==> src/rtl/rom_arbiter_pkg.sv <==
// Shared definitions for the two-port program ROM arbiter.
// Holds default bus widths and the access FSM state encoding.
// No logic; imported by the arbiter top and its helpers.
package rom_arbiter_pkg;

    localparam int ADDR_W_DEF = 16;
    localparam int DATA_W_DEF = 32;

    typedef enum logic {
        IDLE   = 1'b0,
        ACCESS = 1'b1
    } state_t;

endpackage

==> src/rtl/rom_arbiter_rr_pick2.sv <==
// Two-way round-robin picker: on a tie, grants the port not granted last.
// Latency: purely combinational, zero cycles.
// Backpressure: none; caller decides when a pick is consumed and updates last.
module rr_pick2 (
    input  logic req0,
    input  logic req1,
    input  logic last,
    output logic grant,
    output logic valid
);

    // Lone request wins outright; on a tie the port opposite 'last' wins.
    always_comb begin
        grant = req1 & (~req0 | ~last);
        valid = req0 | req1;
    end

endmodule

==> src/rtl/rom_arbiter.sv <==
// Arbitrates two read ports onto one shared combinational program ROM.
// Latency: req sampled in IDLE at edge N, data latched and ack pulsed after edge N+1.
// Backpressure: requester holds req until ack; a port is ineligible during its own ack cycle.
module rom_arbiter
    import rom_arbiter_pkg::*;
#(
    parameter int ADDR_W = ADDR_W_DEF,
    parameter int DATA_W = DATA_W_DEF
) (
    input  logic              CLK,
    input  logic              RST,
    input  logic              m0_req,
    input  logic [ADDR_W-1:0] m0_addr,
    output logic              m0_ack,
    output logic [DATA_W-1:0] m0_data,
    input  logic              m1_req,
    input  logic [ADDR_W-1:0] m1_addr,
    output logic              m1_ack,
    output logic [DATA_W-1:0] m1_data,
    output logic [ADDR_W-1:0] rom_addr,
    input  logic [DATA_W-1:0] rom_data
);

    state_t            state_q, state_d;
    logic [ADDR_W-1:0] addr_q, addr_d;
    logic              grant_q, grant_d;
    logic              last_q, last_d;
    logic              m0_ack_d, m1_ack_d;
    logic [DATA_W-1:0] m0_data_d, m1_data_d;

    logic elig0, elig1;
    logic pick_grant, pick_valid;

    // A port whose ack is showing this cycle must not be re-served with the same request.
    always_comb begin
        elig0 = m0_req & ~m0_ack;
        elig1 = m1_req & ~m1_ack;
    end

    rr_pick2 u_pick (
        .req0  (elig0),
        .req1  (elig1),
        .last  (last_q),
        .grant (pick_grant),
        .valid (pick_valid)
    );

    // The ROM address comes straight from a register so it never glitches.
    always_comb rom_addr = addr_q;

    // Next-state and output decode: grant in IDLE, complete the read in ACCESS.
    always_comb begin
        state_d   = state_q;
        addr_d    = addr_q;
        grant_d   = grant_q;
        last_d    = last_q;
        m0_ack_d  = 1'b0;
        m1_ack_d  = 1'b0;
        m0_data_d = m0_data;
        m1_data_d = m1_data;
        case (state_q)
            IDLE: begin
                if (pick_valid) begin
                    state_d = ACCESS;
                    addr_d  = pick_grant ? m1_addr : m0_addr;
                    grant_d = pick_grant;
                    last_d  = pick_grant;
                end
            end
            ACCESS: begin
                // Completes even if the requester dropped req meanwhile.
                state_d = IDLE;
                if (grant_q) begin
                    m1_data_d = rom_data;
                    m1_ack_d  = 1'b1;
                end else begin
                    m0_data_d = rom_data;
                    m0_ack_d  = 1'b1;
                end
            end
            default: state_d = IDLE;
        endcase
    end

    // State and output registers; reset aborts any access in flight.
    always_ff @(posedge CLK or posedge RST) begin
        if (RST) begin
            state_q <= IDLE;
            addr_q  <= '0;
            grant_q <= 1'b0;
            last_q  <= 1'b1;
            m0_ack  <= 1'b0;
            m1_ack  <= 1'b0;
            m0_data <= '0;
            m1_data <= '0;
        end else begin
            state_q <= state_d;
            addr_q  <= addr_d;
            grant_q <= grant_d;
            last_q  <= last_d;
            m0_ack  <= m0_ack_d;
            m1_ack  <= m1_ack_d;
            m0_data <= m0_data_d;
            m1_data <= m1_data_d;
        end
    end

endmodule

==> config.mk <==
export PLATFORM = sky130hd
export DESIGN_NAME = rom_arbiter
export DESIGN_NICKNAME = d
export VERILOG_FILES = /design/src/rtl/rom_arbiter_pkg.sv /design/src/rtl/rom_arbiter_rr_pick2.sv /design/src/rtl/rom_arbiter.sv
export SDC_FILE = /design/constraint.sdc
export NUM_CORES = 1
export LEC_CHECK = 0
export CORE_ASPECT_RATIO = 0.5
export CORE_MARGIN = 5
export CORE_UTILIZATION = 25
export CTS_CLUSTER_SIZE = 28
export DETAILED_ROUTE_END_ITERATION = 10
export PLACE_DENSITY_LB_ADDON = 0.1
export SLEW_MARGIN = 20
export SYNTH_ARGS = -nofsm -noshare
export SYNTH_HDL_FRONTEND = slang
export SYNTH_HIERARCHICAL = 1
export SYNTH_SLANG_ARGS = --single-unit
==> constraint.sdc <==
create_clock -name CLK -period 7.7 [get_ports CLK]
set_input_delay 1.54 -clock CLK [delete_from_list [all_inputs] [get_ports CLK]]
set_output_delay 1.54 -clock CLK [all_outputs]
set_load 0.02 [all_outputs]
==> results.yml, run 1 <==
status:
  status: "finished clean"
floorplan:
  rows: 30
  start_util: 0.2546
  die_area_sq_um: 16390
  ios: 150
  core-area_sq_um: 13550
  die_x_microns: 176.1
  die_y_microns: 93.06
logic_synthesis:
  synth_mux_area_frac: 0.3373
  synth_compound_area_frac: 0.002176
  synth_cell_types: 14
  synthAdderAreaFrac: 0
  synth_seq_cells: 85
  synth_top_area_frac: 0.6094
  syn_area_per_cell_sq_um: 16.91
  seq_area_frac_synth: 0.6170
  synth_top_family_by_area: "multiplexers"
  synth_cells: 204
  synthSimpleGateAreaFrac: 0.01016
  synthesis.area_sq_um: 3450
  synth_xor_area_frac: 0
  synthTopCellsByArea: "dfrtp_1 61%, mux2_2 27%, mux2_4 7.0%"
  yosysWarnings: 6
  syn_nets: 272
  synth_top_area_cell: "dfrtp_1"
pwr:
  p_per_area_nw_per_um2: 458.5
  power_w: 0.002478
  p_leak_nw: 2.230
  peakVddDrop_uv: 184.0
critical_path:
  crit_type: "in2reg"
  reg2reg_slack_ns: 5.73
  arrival_ns: 3.47
  worstSetupStartpointType: "input pin"
  ff2ff_path_depth: 4
  critPathCaptureType: "flip-flop"
  regToRegStartpoint: "m1_ack"
  worstPathMaxFanout: 18
  required_ns: 7.91
  r2r-end: "rom_addr[9]"
clock_network:
  clock-root-buffer: "clkbuf_16"
  clk_pin_slew_ns: 0.06
  numClockSinks: 85
  cts_max_level: 3
  cts_resized: 0
  cts_buffers: 9
  clk_path_buf_depth: 2
  worstSkewPairLatency_ns: 0.33
  ctsHoldBuffers: 0
  postCtsSetupBuffers: 0
  cts_tree: "yes"
timing:
  rsz0062_at_grt: "false"
  hold_viol: 0
  finClkSkew_ns: 0.006435
  setup_ws_ns: 4.437
  tightest_slew_ns: 0.9522
  slew_violations: 0
  period_share: 0.4238
  layout_min_cycle_time_ns: 3.263
  max_freq_ghz: 0.3065
  slew-limit-headroom: 0.3652
  setup_tns_ns: 0
  finalSetupViolCount: 0
placement:
  dpl_cell_area_sq_um: 5102
  dpl.hpwl_microns: 6022
  io_buffers: 149
  place_ws_ns: 3.792
  gp_congestion: 0.6816
worst_hold_path:
  hp-class: "reg2reg"
  worstHoldStart: "m0_data[28]"
  hold_depth: 1
  holdPathEnd: "m0_data[28]"
grt:
  grt_usage: 0.1019
  grt-ovfl-total: 0
  grt_max_degree: 45
  antenna_found_initial: 0
  grt_pass1_wl_microns: 13100
  grt_pass1_vias: 2427
finish:
  area_growth_pct: 56.66
  final_core_util: 0.3988
  fin_area_sq_um: 5404
  num-nets-final: 423
  num_antenna_cells: 0
  drive_gt1_frac: 0.3333
route:
  ant_nets: 0
  dr.pass1.iters: 2
  wirelength_microns: 8358
  drc: 0
  initialDrtViolationCount: 31
  via_per_inst: 3.971
  num_vias: 2192
  wl_per_cell_microns: 15.14
flow_run:
  cap_violations: 0
-- sequential cells by signal, indices dropped and copies added (netlist names) --
name,cells
m1_ack,1
last_q,1
m0_data,32
rom_addr,16
m0_ack,1
grant_q,1
m1_data,32
state_q,1
-- cell usage after synthesis --
cell type,count
nand2_1,1
dfrtp_1,84
buf_12,1
a21boi_0,1
or2_1,1
nor2b_1,3
inv_1,3
nand2b_1,1
dfstp_2,1
buf_6,5
buf_4,1
mux2_2,82
buf_2,4
mux2_4,16
-- routing by layer --
layer  vias up  track usage  routed length, microns
li1       1014            -                       -
met1      1106       0.1140                    3295
met2        67       0.1836                    4433
met3         5      0.03837                     565
met4         0      0.02724                      63
met5         -            0                       0
-- through the flow --
step / std cells / hold WS, ns
3_5_place_dp: 536 / 0.4911
4_1_cts: 552 / 0.5056
2_1_floorplan: 204 / 0.4946
6_report: 552 / 0.5025
3_3_place_gp: 536 / 0.4866
5_1_grt: 552 / 0.5200
-- where the power goes --
part	total [W]	switching, W	internal (W)
sequential	0.000800	0.000119	0.000681
combinational	0.00127	0.000567	0.000702
clock	0.000409	0.000171	0.000237
-- worst max path at each step --
stage	start	to	cells past startpoint
floorplan	RST	grant_q	1
global placement	m1_req	rom_addr[13]	5
detailed placement	m1_req	rom_addr[8]	5
CTS	m1_req	rom_addr[9]	5
global route	m1_req	rom_addr[10]	5
finish	m1_req	rom_addr[9]	5
-- worst max-delay path, stage by stage --
cell	delay (ns)
clkdlybuf4s50_1	0.45
nor2b_1	0.16
a21boi_4	0.64
mux2_2	0.41
mux2_2	0.26
-- cells by family (layout without fill, tap and decap cells) --
logic type      Yosys count  in the layout
mux                      98             98
flops                    85             85
buf+inv                  14            170
simple gates              6              6
compound gates            1              1
-- area by class of cell --
| cell class | instances | area [sq um] |
|---|---|---|
| Inverter | 3 | 12.51 |
| Tap cell | 192 | 240.2 |
| Multi-Input combinational cell | 105 | 1227 |
| Sequential cell | 85 | 2128 |
| Clock inverter | 4 | 32.53 |
| Fill cell | 1274 | 8147 |
| Clock buffer | 12 | 256.5 |
| Timing Repair Buffer | 151 | 1506 |
-- placed cells by master (no fill, tap or decap), types with 2 or more instances in the layout --
master	count
inv_1	2
clkbuf_16	9
nor2b_1	2
mux2_4	16
dfrtp_1	84
clkbuf_8	2
clkinv_4	2
clkinvlp_4	2
mux2_2	82
clkdlybuf4s50_1	149
buf_4	2
(Power assumes the default switching activity.)
==> inputs of run 2 (changes only) <==
clock period = 2.7 ns   (was 7.7 ns; I/O delays follow)
==> run 2 against run 1 <==
Net effect: total power rose to 2.9 times the previous value; critical path depth up 1; sequential power rose to 2.8 times the previous value; final cell count up 0.91%; clock skew down 0.0011 ns; first-iteration DRC count up 23%; highest routed layer unchanged; via count up 0.91%; critical endpoint is now rom_addr[7]; setup slack worse by 3.7 ns; register-to-register slack worse by 4.7 ns; global-route usage up 0.41 points.
==> results.yml, run 2 (same netlist as run 1, synthesis figures left out) <==
status:
  status: "finished clean"
route:
  dr.pass1.iters: 2
  drc: 0
  initialDrtViolationCount: 38
  num_vias: 2212
  ant_nets: 0
  wirelength_microns: 8591
  wl_per_cell_microns: 15.42
  via_per_inst: 3.971
worst_hold_path:
  hp-class: "reg2reg"
timing:
  period_share: 0.7387
  hold_viol: 0
  finalSetupViolCount: 0
  setup_tns_ns: 0
  slew-limit-headroom: 0.3667
  layout_min_cycle_time_ns: 1.994
  rsz0062_at_grt: "false"
  tightest_slew_ns: 0.9500
  finClkSkew_ns: 0.005350
  slew_violations: 0
  max_freq_ghz: 0.5014
pwr:
  power_w: 0.007171
  p_per_area_nw_per_um2: 1313
  peakVddDrop_uv: 629.2
  p_leak_nw: 2.258
clock_network:
  clk_pin_slew_ns: 0.06
  clk_path_buf_depth: 2
  postCtsSetupBuffers: 0
  cts_tree: "yes"
  clock-root-buffer: "clkbuf_16"
  numClockSinks: 85
  cts_max_level: 3
  cts_buffers: 9
  ctsHoldBuffers: 0
  worstSkewPairLatency_ns: 0.32
  cts_resized: 0
critical_path:
  arrival_ns: 2.20
  worstSetupStartpointType: "input pin"
  crit_type: "in2reg"
  reg2reg_slack_ns: 1.01
  worstPathMaxFanout: 12
  slowest_stage: "clkdlybuf4s50_1"
  slowest_delay_ns: 0.45
  crit_top_cell: "mux2_2"
  critical_path.cell_chain: "clkdlybuf4s50_1, nor2b_1, a21boi_2, buf_4, mux2_2, mux2_2"
  required_ns: 2.91
  critPathCaptureType: "flip-flop"
floorplan:
  rows: 30
  die_x_microns: 176.1
  die_y_microns: 93.06
  die_area_sq_um: 16390
  core-area_sq_um: 13550
  start_util: 0.2546
  ios: 150
grt:
  grt_max_degree: 40
  grt_pass1_wl_microns: 13650
  grt_pass1_vias: 2548
  grt-ovfl-total: 0
  antenna_found_initial: 0
  grt_usage: 0.1060
finish:
  drive_gt1_frac: 0.3397
  area_growth_pct: 58.32
  final_cell_mix: "149 x clkdlybuf4s50_1, 84 x dfrtp_1, 82 x mux2_2"
  num_antenna_cells: 0
  nFillCells: 1277
  num-nets-final: 428
  final_common_cell: "clkdlybuf4s50_1"
placement:
  io_buffers: 149
  gp_congestion: 0.6559
  dpl.hpwl_microns: 6207
flow_run:
  cap_violations: 0
## run 2: worst max-delay path: cells and delay by family
family          cells  cell delay, ns
simple gates        1            0.14
compound gates      1            0.19
buf+inv             2            0.70
mux                 2            0.62
## run 2: report_power, final
part           switching (W)  internal [W]  leakage (nW)
Combinational        0.00165       0.00203          1.12
Sequential          0.000325       0.00194         0.993
Clock               0.000483      0.000740         0.143
Total                0.00245       0.00472          2.26
## run 2: through the flow
step | worst slack [ns] | util | hold slack [ns] | std cells | cell area (sq um)
floorplan | 0.8630 | - | 0.4946 | 204 | 3453
global placement | 0.3881 | 0.3813 | 0.4864 | 541 | 5167
detailed placement | 0.3271 | 0.3813 | 0.4925 | 541 | 5167
CTS | 0.6858 | 0.4030 | 0.5059 | 557 | 5461
global route | 0.6168 | 0.4030 | 0.5116 | 557 | 5461
finish | 0.7055 | 0.4030 | 0.5030 | 557 | 5461
## run 2: area by class of cell
| class | count | area, sq um | share of cell area |
|---|---|---|---|
| Clock buffer | 12 | 246.5 | 0.04513 |
| Clock inverter | 4 | 47.55 | 0.008706 |
| Inverter | 3 | 15.01 | 0.002749 |
| Multi-Input combinational cell | 105 | 1215 | 0.2225 |
| Sequential cell | 85 | 2128 | 0.3897 |
| Tap cell | 192 | 240.2 | 0.04399 |
| Timing Repair Buffer | 156 | 1569 | 0.2873 |
## run 2: worst paths after layout
kind,start,cells past startpoint,end
max,m1_req,6,rom_addr[7]
min,m1_data[5],1,m1_data[5]
max reg2reg,m1_ack,5,rom_addr[7]
min reg2reg,m1_data[5],1,m1_data[5]
max in group asynchronous,RST,3,last_q
min in group asynchronous,RST,2,m0_data[6]
## run 2: metal layers
| metal | vias to the layer above | track usage | routed length (microns) |
|---|---|---|---|
| met2 | 70 | 0.1945 | 4554 |
| met1 | 1109 | 0.1206 | 3471 |
| met3 | 8 | 0.03433 | 488 |
| met5 | - | 0 | 0 |
| li1 | 1025 | - | - |
| met4 | 0 | 0.02529 | 77 |
==> inputs of run 3 (changes only) <==
clock period = 1.9 ns   (was 2.7 ns; I/O delays follow)
==> run 3 against run 2 <==
Net effect: via count decreased by 1.3%; critical path type unchanged; routed wire length decreased by 2.9%; utilization increased by 0.45 points; die area unchanged; global-route usage decreased by 0.058 points; register-to-register slack got worse by 0.72 ns; combinational power increased by 44%; clock power increased by 40%; sequential power increased by 43%; final cell count increased by 0.36%; non-clock buffer count increased by 2; clock skew about the same.
==> results.yml, run 3 (same netlist as run 1, synthesis figures left out) <==
floorplan:
  die_area_sq_um: 16390
  die_x_microns: 176.1
  rows: 30
  start_util: 0.2546
  die_y_microns: 93.06
  core-area_sq_um: 13550
  ios: 150
timing:
  period_share: 0.9265
  slew-limit-headroom: 0.7071
  rsz0062_at_grt: "false"
  finalSetupViolCount: 0
  hold-worst-slack_ns: 0.4098
  tightest_slew_ns: 0.4384
  finClkSkew_ns: 0.005184
  slew_violations: 0
  max_freq_ghz: 0.5681
  hold_viol: 0
  layout_min_cycle_time_ns: 1.760
finish:
  final_cell_mix: "149 x clkdlybuf4s50_1, 84 x dfrtp_1, 82 x mux2_2"
  multi_input_area_sq_um: 1225
  seq_area_sq_um: 2128
  nFillCells: 1258
  drive_gt1_frac: 0.3488
  final_common_cell: "clkdlybuf4s50_1"
  final_core_util: 0.4076
  area_growth_pct: 60.10
  num-nets-final: 430
  num_antenna_cells: 0
route:
  wirelength_microns: 8345
  num_vias: 2183
  wl_per_cell_microns: 14.93
  dr.pass1.iters: 2
  ant_nets: 0
  initialDrtViolationCount: 42
  drc: 0
  via_per_inst: 3.905
critical_path:
  required_ns: 2.12
  crit_top_cell: "mux2_2"
  reg2reg_slack_ns: 0.29
  cp-endpoint: "rom_addr[10]"
  critical_path.cell_chain: "clkdlybuf4s50_1, nor2b_2, a21boi_4, buf_12, mux2_2, mux2_2"
  slowest_stage: "clkdlybuf4s50_1"
  slowest_delay_ns: 0.46
  critical_path.startpoint: "m1_req"
  crit_buf_inv: 2
  r2r-end: "rom_addr[10]"
  ff2ff_path_depth: 5
  worstPathMaxFanout: 12
  worstSetupStartpointType: "input pin"
  path_delay_family: "buffers and inverters"
  critPathCaptureType: "flip-flop"
  crit_type: "in2reg"
  regToRegStartpoint: "m1_ack"
  arrival_ns: 1.98
  path_depth: 6
placement:
  io_buffers: 149
  gp_congestion: 0.6488
  dpl.hpwl_microns: 6118
grt:
  grt-ovfl-total: 0
  grt_pass1_wl_microns: 13570
  grt_pass1_vias: 2575
  grt_max_degree: 41
  antenna_found_initial: 0
  grt_usage: 0.1054
clock_network:
  clk_pin_slew_ns: 0.06
  worstSkewPairLatency_ns: 0.33
  cts_max_level: 3
  clock-root-buffer: "clkbuf_16"
  ctsHoldBuffers: 0
  cts_tree: "yes"
  cts_buffers: 9
  numClockSinks: 85
  clk_path_buf_depth: 2
pwr:
  peakVddDrop_uv: 771.5
  p_leak_nw: 2.283
  p_per_area_nw_per_um2: 1855
worst_hold_path:
  hp-class: "in2async"
flow_run:
  cap_violations: 0
status:
  status: "finished clean"
## run 3: cell types whose count changed in the layout (fill, tap and decap cells not counted), sizes merged
cell      change
clkinv        +1
clkinvlp      +1
clkbuf        -2
buf           +2
## run 3: stage by stage
| stage | total power, W | setup TNS [ns] | area, sq um | setup WS [ns] | std cells |
|---|---|---|---|---|---|
| 3_3_place_gp | 0.008565 | -3.985 | 5220 | -0.2484 | 543 |
| 6_report | 0.01024 | 0 | 5523 | 0.1397 | 559 |
| 5_1_grt | 0.01085 | 0 | 5523 | 0.04587 | 559 |
| 4_1_cts | 0.01045 | 0 | 5513 | 0.04949 | 559 |
| 2_1_floorplan | 0.006201 | 0 | 3453 | 0.1481 | 204 |
| 3_5_place_dp | 0.008657 | -4.892 | 5220 | -0.3115 | 543 |
## run 3: layout make-up
cell class	instances	share of cell area
clock buffer	10	0.04146
clock inverter	6	0.01155
inverter	3	0.002719
multi-input combinational	105	0.2218
sequential	85	0.3854
tap	192	0.04350
timing repair buffer	158	0.2936
## run 3: power breakdown
group          internal (W)  switching (W)
registers           0.00276       0.000481
clock network       0.00102       0.000694
logic               0.00297        0.00233
## run 3: what timing repair did
action                     4_1_cts  5_1_grt
hold endpoints to repair         0        0
setup endpoints to repair        0       12
gates resized for setup          0        2
setup buffers                    0        0
## run 3: how the worst min path moves through the flow
stage,to,slack (ns),cells past startpoint
finish,rom_addr[2],0.41,2
global route,rom_addr[2],0.43,2
CTS,rom_addr[3],0.41,2
detailed placement,m0_data[29],0.49,1
global placement,m0_data[26],0.49,1
floorplan,grant_q,0.49,1
## run 3: metal layers
layer | vias up | share of wire | GRT usage
li1 | 1031 | - | -
met1 | 1075 | 0.41 | 0.1194
met2 | 69 | 0.50 | 0.1824
met3 | 8 | 0.073 | 0.04402
met4 | 0 | 0.010 | 0.03307
met5 | - | 0 | 0
